==> config.mk <==
export PLATFORM = sky130hd
export DESIGN_NAME = fir_job_sched
export DESIGN_NICKNAME = d
export VERILOG_FILES = /design/src/rtl/fas_pkg.sv /design/src/rtl/rr_arbiter.sv /design/src/rtl/fir_job_sched.sv
export SDC_FILE = /design/constraint.sdc
export NUM_CORES = 1
export LEC_CHECK = 0
export BUFFER_PORTS_ARGS = -buffer_cell sky130_fd_sc_hd__buf_2
export CAP_MARGIN = 0
export CORE_ASPECT_RATIO = 1.75
export CORE_UTILIZATION = 55
export CTS_CLUSTER_SIZE = 28
export DETAILED_ROUTE_END_ITERATION = 8
export GPL_ROUTABILITY_DRIVEN = 0
export PLACE_DENSITY = 0.92
export SYNTH_ARGS = -nofsm -noshare
export SYNTH_HDL_FRONTEND = slang
export SYNTH_SLANG_ARGS = --single-unit
==> constraint.sdc <==
create_clock -name clk -period 2.9 [get_ports clk]
set_clock_uncertainty 0.05 [all_clocks]
set_input_delay 0.145 -clock clk [delete_from_list [all_inputs] [get_ports clk]]
set_output_delay 0.145 -clock clk [all_outputs]
set_load 0.03 [all_outputs]
==> src/rtl/fas_pkg.sv <==
// Shared FAS front-end definitions: scheduler FSM states, job status codes, data geometry.
package fas_pkg;

    localparam int unsigned FAS_DW    = 16;
    localparam int unsigned FAS_FRAME = 32;

    // Per-job status reported alongside done
    localparam logic [1:0] ERR_OK       = 2'd0;
    localparam logic [1:0] ERR_UNDERRUN = 2'd1;
    localparam logic [1:0] ERR_TIMEOUT  = 2'd2;
    localparam logic [1:0] ERR_SHORT    = 2'd3;

    typedef enum logic [2:0] {
        StIdle,
        StGrant,
        StLoad,
        StWait,
        StDrain,
        StDone
    } fas_state_e;

endpackage

==> src/rtl/rr_arbiter.sv <==
// Combinational round-robin pick: search starts one past ptr and wraps.
module rr_arbiter #(
    parameter int unsigned NREQ = 2
) (
    input  logic [NREQ-1:0]         req,
    input  logic [$clog2(NREQ)-1:0] ptr,
    output logic [NREQ-1:0]         pick,
    output logic                    any
);

    localparam int unsigned PW = $clog2(NREQ);

    // First set request at or after ptr+1 (mod NREQ) wins
    always_comb begin
        logic          found;
        logic [PW-1:0] idx;
        pick  = '0;
        found = 1'b0;
        idx   = '0;
        any   = |req;
        for (int unsigned off = 1; off <= NREQ; off++) begin
            idx = PW'((32'(ptr) + off) % NREQ);
            if (!found && req[idx]) begin
                pick[idx] = 1'b1;
                found     = 1'b1;
            end
        end
    end

endmodule

==> src/rtl/fir_job_sched.sv <==
// Shares one FIR engine between NREQ sources: grants a source, streams its frame gap-free
// into the engine, returns the filtered frame, and watches the engine for stalls.
module fir_job_sched
    import fas_pkg::*;
#(
    parameter int unsigned NREQ    = 2,
    parameter int unsigned FRAME   = FAS_FRAME,
    parameter int unsigned DW      = FAS_DW,
    parameter int unsigned TIMEOUT = 2048
) (
    input  logic               clk,
    input  logic               rst,
    input  logic [NREQ-1:0]    req,
    input  logic [NREQ*DW-1:0] src_data,
    input  logic [NREQ-1:0]    src_valid,
    output logic [NREQ-1:0]    gnt,
    output logic               busy,
    output logic [DW-1:0]      fir_data,
    output logic               fir_data_valid,
    output logic               fir_srst,
    input  logic [DW-1:0]      fir_d,
    input  logic               fir_valid,
    output logic [DW-1:0]      out_data,
    output logic [NREQ-1:0]    out_valid,
    output logic [NREQ-1:0]    done,
    output logic [1:0]         err
);

    localparam int unsigned PW = $clog2(NREQ);
    localparam int unsigned CW = $clog2(FRAME) + 1;
    localparam int unsigned WW = $clog2(TIMEOUT + 1);

    fas_state_e       state_q, state_d;
    logic [PW-1:0]    ptr_q, ptr_d;
    logic [NREQ-1:0]  gnt_q, gnt_d;
    logic [CW-1:0]    cnt_q, cnt_d;
    logic [WW-1:0]    wdog_q, wdog_d;
    logic             under_q, under_d;
    logic [1:0]       jerr_q, jerr_d;
    logic [DW-1:0]    fir_data_q, fir_data_d;
    logic             fdv_q, fdv_d;
    logic             srst_q, srst_d;
    logic [DW-1:0]    out_data_q, out_data_d;
    logic [NREQ-1:0]  out_valid_q, out_valid_d;
    logic [NREQ-1:0]  done_q, done_d;
    logic [1:0]       err_q, err_d;

    logic [NREQ-1:0]  pick;
    logic             any_req;
    logic [DW-1:0]    g_data;
    logic             g_valid;
    logic [PW-1:0]    g_idx;

    rr_arbiter #(
        .NREQ (NREQ)
    ) u_arb (
        .req  (req),
        .ptr  (ptr_q),
        .pick (pick),
        .any  (any_req)
    );

    // Select the granted source's sample stream and its index
    always_comb begin
        g_data  = '0;
        g_valid = 1'b0;
        g_idx   = '0;
        for (int unsigned i = 0; i < NREQ; i++) begin
            if (gnt_q[i]) begin
                g_data  = src_data[i*DW +: DW];
                g_valid = src_valid[i];
                g_idx   = PW'(i);
            end
        end
    end

    // Job FSM: next state, counters, watchdog and registered-output next values
    always_comb begin
        state_d     = state_q;
        ptr_d       = ptr_q;
        gnt_d       = gnt_q;
        cnt_d       = cnt_q;
        wdog_d      = wdog_q;
        under_d     = under_q;
        jerr_d      = jerr_q;
        fir_data_d  = '0;
        fdv_d       = 1'b0;
        srst_d      = 1'b0;
        out_data_d  = '0;
        out_valid_d = '0;
        done_d      = '0;
        err_d       = ERR_OK;
        unique case (state_q)
            StIdle: begin
                if (any_req) begin
                    gnt_d   = pick;
                    cnt_d   = '0;
                    wdog_d  = '0;
                    under_d = 1'b0;
                    jerr_d  = ERR_OK;
                    state_d = StGrant;
                end
            end
            StGrant: begin
                if (g_valid) begin
                    fir_data_d = g_data;
                    fdv_d      = 1'b1;
                    cnt_d      = CW'(1);
                    state_d    = StLoad;
                end else if (wdog_q == WW'(TIMEOUT - 1)) begin
                    // Engine never started, so no engine reset is needed
                    jerr_d  = ERR_TIMEOUT;
                    state_d = StDone;
                end else begin
                    wdog_d = wdog_q + WW'(1);
                end
            end
            StLoad: begin
                // Engine cannot stall: a missing sample is sent as zero
                fdv_d      = 1'b1;
                fir_data_d = g_valid ? g_data : '0;
                if (!g_valid) begin
                    under_d = 1'b1;
                end
                if (cnt_q == CW'(FRAME - 1)) begin
                    cnt_d   = '0;
                    wdog_d  = '0;
                    state_d = StWait;
                end else begin
                    cnt_d = cnt_q + CW'(1);
                end
            end
            StWait: begin
                if (fir_valid) begin
                    out_data_d  = fir_d;
                    out_valid_d = gnt_q;
                    cnt_d       = CW'(1);
                    state_d     = StDrain;
                end else if (wdog_q == WW'(TIMEOUT - 1)) begin
                    srst_d  = 1'b1;
                    jerr_d  = ERR_TIMEOUT;
                    state_d = StDone;
                end else begin
                    wdog_d = wdog_q + WW'(1);
                end
            end
            StDrain: begin
                if (fir_valid) begin
                    out_data_d  = fir_d;
                    out_valid_d = gnt_q;
                    if (cnt_q == CW'(FRAME - 1)) begin
                        state_d = StDone;
                    end else begin
                        cnt_d = cnt_q + CW'(1);
                    end
                end else begin
                    srst_d  = 1'b1;
                    jerr_d  = ERR_SHORT;
                    state_d = StDone;
                end
            end
            StDone: begin
                // Timeout/short outrank the sticky underrun flag
                done_d  = gnt_q;
                err_d   = (jerr_q != ERR_OK) ? jerr_q : (under_q ? ERR_UNDERRUN : ERR_OK);
                gnt_d   = '0;
                ptr_d   = g_idx;
                state_d = StIdle;
            end
            default: state_d = StIdle;
        endcase
    end

    // State and output registers
    always_ff @(posedge clk or posedge rst) begin
        if (rst) begin
            state_q     <= StIdle;
            ptr_q       <= PW'(NREQ - 1);
            gnt_q       <= '0;
            cnt_q       <= '0;
            wdog_q      <= '0;
            under_q     <= 1'b0;
            jerr_q      <= ERR_OK;
            fir_data_q  <= '0;
            fdv_q       <= 1'b0;
            srst_q      <= 1'b0;
            out_data_q  <= '0;
            out_valid_q <= '0;
            done_q      <= '0;
            err_q       <= ERR_OK;
        end else begin
            state_q     <= state_d;
            ptr_q       <= ptr_d;
            gnt_q       <= gnt_d;
            cnt_q       <= cnt_d;
            wdog_q      <= wdog_d;
            under_q     <= under_d;
            jerr_q      <= jerr_d;
            fir_data_q  <= fir_data_d;
            fdv_q       <= fdv_d;
            srst_q      <= srst_d;
            out_data_q  <= out_data_d;
            out_valid_q <= out_valid_d;
            done_q      <= done_d;
            err_q       <= err_d;
        end
    end

    assign gnt            = gnt_q;
    assign busy           = (state_q != StIdle);
    assign fir_data       = fir_data_q;
    assign fir_data_valid = fdv_q;
    assign fir_srst       = srst_q;
    assign out_data       = out_data_q;
    assign out_valid      = out_valid_q;
    assign done           = done_q;
    assign err            = err_q;

endmodule

Word-level counts from Yosys, hierarchy flattened

Cells that the tools add are included.

Output and inout bits: 43
Logic and storage cells: 126
Register bits after elaboration: 67
Bits of input ports: 55

Reductions and logical operators: 21
Bitwise gates (word level): 1
Muxes and demuxes: 64
Equal/unequal tests: 18
$add $sub $neg: 4
Order comparisons: 4

Operators by type and width:

| operator                                                          | number |
|---|---|
| 16-bit two-way mux                                                | 6 |
| 12-bit two-way mux                                                | 5 |
| 12-bit one-hot mux with 4 select lines                            | 1 |
| 6-bit two-way mux                                                 | 6 |
| 6-bit one-hot mux with 5 select lines                             | 1 |
| 2-bit two-way mux                                                 | 13 |
| 3-bit two-way mux                                                 | 7 |
| 2-bit inequality test, second input constant                      | 10 |
| 1-bit two-way mux                                                 | 17 |
| 3-bit one-hot mux with 5 select lines                             | 1 |
| 12-bit by 1-bit adder with 12-bit output, second input constant   | 1 |
| 12-bit by 11-bit == test with 1-bit output, second input constant | 1 |
| 5-bit AND reduction                                               | 2 |
| 2-bit one-hot mux with 4 select lines                             | 1 |
| 4-bit nonzero test                                                | 2 |
| 6-bit by 1-bit adder with 6-bit output, second input constant     | 1 |
| 3-bit by 2-bit == test with 1-bit output, second input constant   | 2 |
| 3-bit == test, second input constant                              | 2 |
| 6-bit by 5-bit == test with 1-bit output, second input constant   | 1 |
| 1-bit one-hot mux with 2 select lines                             | 3 |
| 3-bit AND reduction                                               | 2 |
| 6-bit AND reduction                                               | 1 |
| 2-bit nonzero test                                                | 3 |
| 2-bit OR reduction                                                | 3 |
| 14 further kinds                                                  | 20 |

Longest topological paths before layout

Depth after elaboration: 10
Depth in mapped cells: 8
Mapped depth without buffers: 6

Cells and area by module

Synthesis repeated with hierarchy kept, for this count alone.

Cells, all modules: 318
Area total of the unflattened synthesis: 3,171.8 um^2

Modules (own cells, without submodules):

| module        | area an instance (um^2) | times used | cells each | sequential area each (um^2) |
|---|---|---|---|---|
| fir_job_sched | 3,146.8                 | 1          | 314        | 1,677.9 |
| rr_arbiter    | 25.0                    | 1          | 4          | 0.0 |

Worst setup path before layout

OpenSTA, ideal clock, no wires.

Path kind: register -> register
From: register gnt_q[0], in the netlist gnt[0]
To: register wdog_q[7]
Library setup time: 0.126 ns
Stages on the path, launching flop included: 8
Buffers on the path: 2
Period minus slack after synthesis: 2.069 ns
Required time: 2.724 ns
Setup slack: 0.831 ns
Data arrival time: 1.893 ns
Path through: dfrtp_1 > nor2b_1 > clkbuf_1 > a31oi_1 > a21oi_2 > a311o_1 > buf_6 > a221o_1

Cells in the longest elaborated chain, start to end: 4

Ends and longest elaborated chain:

| element                         | line                 | RTL |
|---|---|---|
| start, declared                 | fir_job_sched.sv:35  | `logic [NREQ-1:0] gnt_q, gnt_d;` |
| start signal, assigned          | fir_job_sched.sv:194 | `gnt_q <= gnt_d;` |
| 1-bit two-way mux (2 in a row)  | fir_job_sched.sv:69  | `if (gnt_q[i]) begin` |
| 2-bit inequality test (no line) | n/a                  |  |
| 5-bit AND reduction (no line)   | n/a                  |  |
| end signal, assigned            | fir_job_sched.sv:196 | `wdog_q <= wdog_d;` |
| end, declared                   | fir_job_sched.sv:37  | `logic [WW-1:0] wdog_q, wdog_d;` |

No other way between the ends.
A chain may end at the register's enable or synchronous reset.

Worst setup path in the final report

From: register state_q[2]
To: register cnt_q[0]

Cells in the longest elaborated chain, start to end: 3
Elaborated cells on any way between the ends: 13
Classes of those cells: eq/ne (9); mux (1); reduce/logical (3)

Ends and longest elaborated chain:

| element                                                               | line                 | RTL |
|---|---|---|
| start, declared                                                       | fir_job_sched.sv:33  | `fas_state_e state_q, state_d;` |
| start signal, assigned                                                | fir_job_sched.sv:177 | `state_q <= StIdle;` |
| start signal, assigned                                                | fir_job_sched.sv:192 | `state_q <= state_d;` |
| 3-bit == test (tied with other cells)                                 | fir_job_sched.sv:93  | `unique case (state_q)` |
| 5-bit nonzero test (no line) or 2-bit inequality test (tied branches) | n/a                  |  |
| 6-bit AND reduction (no line)                                         | n/a                  |  |
| end signal, assigned                                                  | fir_job_sched.sv:195 | `cnt_q <= cnt_d;` |
| end, declared                                                         | fir_job_sched.sv:36  | `logic [CW-1:0] cnt_q, cnt_d;` |

Several ways; a longest one is shown, not always the timed one.

==> impl_metrics.ini <==
[job]
drv_cap = 0

[floorplan]
core_um2 = 5340
die-area_um2 = 5940
std_cell_rows = 35
initial_utilization = 0.579
die_width_um = 58.7
i_o_pin_total = 98
die_h_um = 101

[worst_setup_path]
critical_path_data_required_time_ps = 3080
slowest_delay_ps = 760
rrSetupSlack_ps = 550
setup.worst_path.class = reg2reg
slowest_stage = o311ai_1
reg2reg_to = cnt_q[0]$_DFFE_PP0P_
critical_path_cell_by_cell = nor2b_1, o311ai_1, o21ai_0, mux2_2
crit_arrival_ps = 2530
worst_r2r_startpoint = state_q[2]$_DFFE_PP0P_
cp.buffers_inverters = 0
critical_path.startpoint_type = flip-flop
cp_max_fo = 22
r2r.worst_path.cells = 4
endpoint_kind = flip-flop
critical-path-top-delay-family = compound AO/OA/AOI/OAI gates

[timing]
tns_ps = 0
slew_viol_final = 0
whs_ps = -22.3
max-slew-margin-rel = 0.318
grt_setup_unrepaired = no
finalCriticalPeriod_ps = 2350
finalHoldViolations = 23
min_period_over_period = 0.812
fmaxAchievable_mhz = 425
setup_violations = 0
timing_worst_slew_pin_value_ps = 1020

[logic_synthesis]
ys.warnings.count = 0
syn_avg_cell_area_um2 = 10.3
ys_types = 57
fraction_of_synthesis_flops_using_an_asynchronous_set_or_reset_pin = 1.00
synth_commonest_cells = dfrtp_1 (66), nor2_1 (38), and2_1 (23)
synth.most_common_cell = dfrtp_1
netlist.top_cell.by_area = dfrtp_1
ys_dominant_reg_cell = dfrtp_1
synthesized_netlist_cell_count = 300
count_of_state_elements_after_synthesis = 67
synth_area_um2 = 3090
synth-seq-area-share = 0.542
synth.top_cells.by_area = dfrtp_1 (53%), and2_1 (4.7%), nor2_1 (4.6%)
syn_nets = 357
synth-edff-count = 0
yosys.area.top_type_share = 0.534

[routing]
drcViolationCount = 0
drtPass1Iterations = 5
routedWlPerCell_um = 19.4
drt.antenna.violating_nets = 0
route.final.wire_length_mm = 9.60
routed-via-count = 2989
detail_route.vias_per_cell = 6.03
violation_count_after_the_first_detailed_route_iteration = 271

[place]
place_hpwl_mm = 5.50
buffer_ports.inserted = 97

[cells_and_area]
fillCellCount = 342
net_count_reported_at_finish = 474
syn_to_final_growth_pct = 32.0
multi_input_comb_area_um2 = 1300
layout-drive-gt1-share = 0.314
ff_latch_area_um2 = 1680

[clocking]
cts_sinks = 67
clk_path_buf_depth = 2
post_cts_buffers = 0
ctsHtreeMaxLevel = 3
clock_latency_ps = 360
clk_root_buffer_cell = clkbuf_8
cts_inserted_buffers = 9
cts.clk_slew.worst_paths_ps = 80
cts_tree = yes

[global_route]
grt_antenna_before_repair = 1
grt_pass1_vias = 2935
grt_max_degree = 51
gr-total-overflow = 0
grt_pass1_wl_mm = 14.4
globalRouteTotalUtil = 0.337

[pwr]
power.static_leakage_nw = 2.09
fraction_of_power_consumed_by_the_clock_network = 0.242
internal_power_mw = 2.27
p_seq_frac = 0.353
vdd.ir_drop.worst_mv = 0.528
comb_power_share = 0.404
switching_share = 0.421
power.net_switching_mw = 1.65
cellPowerDensity_nw_per_um2 = 961

[status]
violations_in_the_final_reports = negative hold slack
status = complete, but fails checks

[worst_hold_path]
worst_hold_path_type = in2async
worst register-to-register path: stages, from the launching register on:
cell and delay [ps]:
dfrtp_1 620, nor2b_1 300, o311ai_1 770, o21ai_0 210, mux2_2 300
repair_timing:
action	CTS	global route
endpoints found under the hold margin	21	0
gates resized for setup	0	0
hold buffers	21	0
kinds of logic (layout without fill, tap and decap cells):
group | count (synthesis) | count (layout) | synth area share
mux | 4 | 4 | 0.0142
fa+ha+maj | 2 | 2 | 0.00809
simple gates | 122 | 122 | 0.208
xor+xnor | 2 | 2 | 0.00566
buf+inv | 27 | 148 | 0.0384
compound gates | 76 | 76 | 0.184
other cells | 0 | 1 | 0
flops | 67 | 67 | 0.542
worst max-delay path by stage:
stage / start / to / slack, ps / cells past startpoint
global route: state_q[2]$_DFFE_PP0P_ / cnt_q[0]$_DFFE_PP0P_ / 440 / 4
detailed placement: state_q[2]$_DFFE_PP0P_ / cnt_q[0]$_DFFE_PP0P_ / 620 / 4
finish: state_q[2]$_DFFE_PP0P_ / cnt_q[0]$_DFFE_PP0P_ / 550 / 4
floorplan: gnt[0]$_DFFE_PP0P_ / wdog_q[7]$_DFFE_PP0P_ / 830 / 7
CTS: state_q[2]$_DFFE_PP0P_ / cnt_q[0]$_DFFE_PP0P_ / 580 / 4
global placement: state_q[2]$_DFFE_PP0P_ / wdog_q[8]$_DFFE_PP0P_ / 730 / 5
layer usage:
metal | global-route usage | routed length (µm) | up-vias
met1 | 0.348 | 3330 | 1421
met3 | 0.0792 | 743 | 49
li1 | - | - | 1306
met4 | 0.207 | 504 | 0
met2 | 0.601 | 5020 | 213
met5 | 0 | 0 | -
state kept, by name, summed over array words and instances (netlist names):
name and flops:
out_data 16, ptr_q 1, cnt_q 6, fir_data 16
out_valid 2, done 2, under_q 1, err 2
wdog_q 12, fir_data_valid 1, state_q 3, gnt 2
jerr_q 2, fir_srst 1
power groups by stage:
stage | Combinational (mW) | Clock [mW] | Sequential (mW)
floorplan | 1.02 | 0 | 1.47
global placement | 1.43 | 0 | 1.36
detailed placement | 1.49 | 0 | 1.38
CTS | 1.52 | 0.940 | 1.36
global route | 1.69 | 0.994 | 1.41
finish | 1.59 | 0.950 | 1.39
stage by stage:
step / instance area (µm²) / util / setup slack, ps / std cells / power, mW
after floorplan: 3090 / - / 831 / 300 / 2.49
after global placement: 3630 / 0.680 / 730 / 459 / 2.79
after detailed placement: 3630 / 0.680 / 618 / 459 / 2.87
after CTS: 4080 / 0.764 / 582 / 495 / 3.82
after global routing: 4080 / 0.764 / 445 / 496 / 4.10
final: 4080 / 0.764 / 546 / 496 / 3.92
cell type report:
class	count	area share
flip-flops and latches	67	0.411
inverters	9	0.00827
well taps	74	0.0227
diodes	1	0.000613
multi-input cells	206	0.317
clock inverters	6	0.0282
repair buffers	124	0.181
clock buffers	9	0.0303
cell usage in the layout (no fill, tap or decap), types with 3 or more instances in the layout:
| master | netlist | layout |
|---|---|---|
| o211ai_1 | 3 | 3 |
| dfrtp_1 | 66 | 66 |
| clkbuf_8 | 0 | 9 |
| dlygate4sd3_1 | 0 | 21 |
| mux2_2 | 3 | 3 |
| nor2_1 | 38 | 38 |
| a221o_1 | 5 | 5 |
| nand4_1 | 3 | 3 |
| and2_1 | 23 | 23 |
| o21ai_0 | 9 | 9 |
| buf_4 | 1 | 6 |
| buf_2 | 5 | 97 |
| a21o_1 | 5 | 5 |
| a31oi_1 | 3 | 3 |
| nor3_1 | 7 | 7 |
| nand2_1 | 17 | 17 |
| inv_1 | 9 | 8 |
| nand2b_1 | 5 | 5 |
| nand3_1 | 6 | 6 |
| a21oi_1 | 10 | 10 |
| o31ai_1 | 4 | 4 |
| a22oi_1 | 15 | 15 |
| bufinv_16 | 0 | 3 |
| and3_1 | 6 | 6 |
Power figures use the tool's default switching activity.
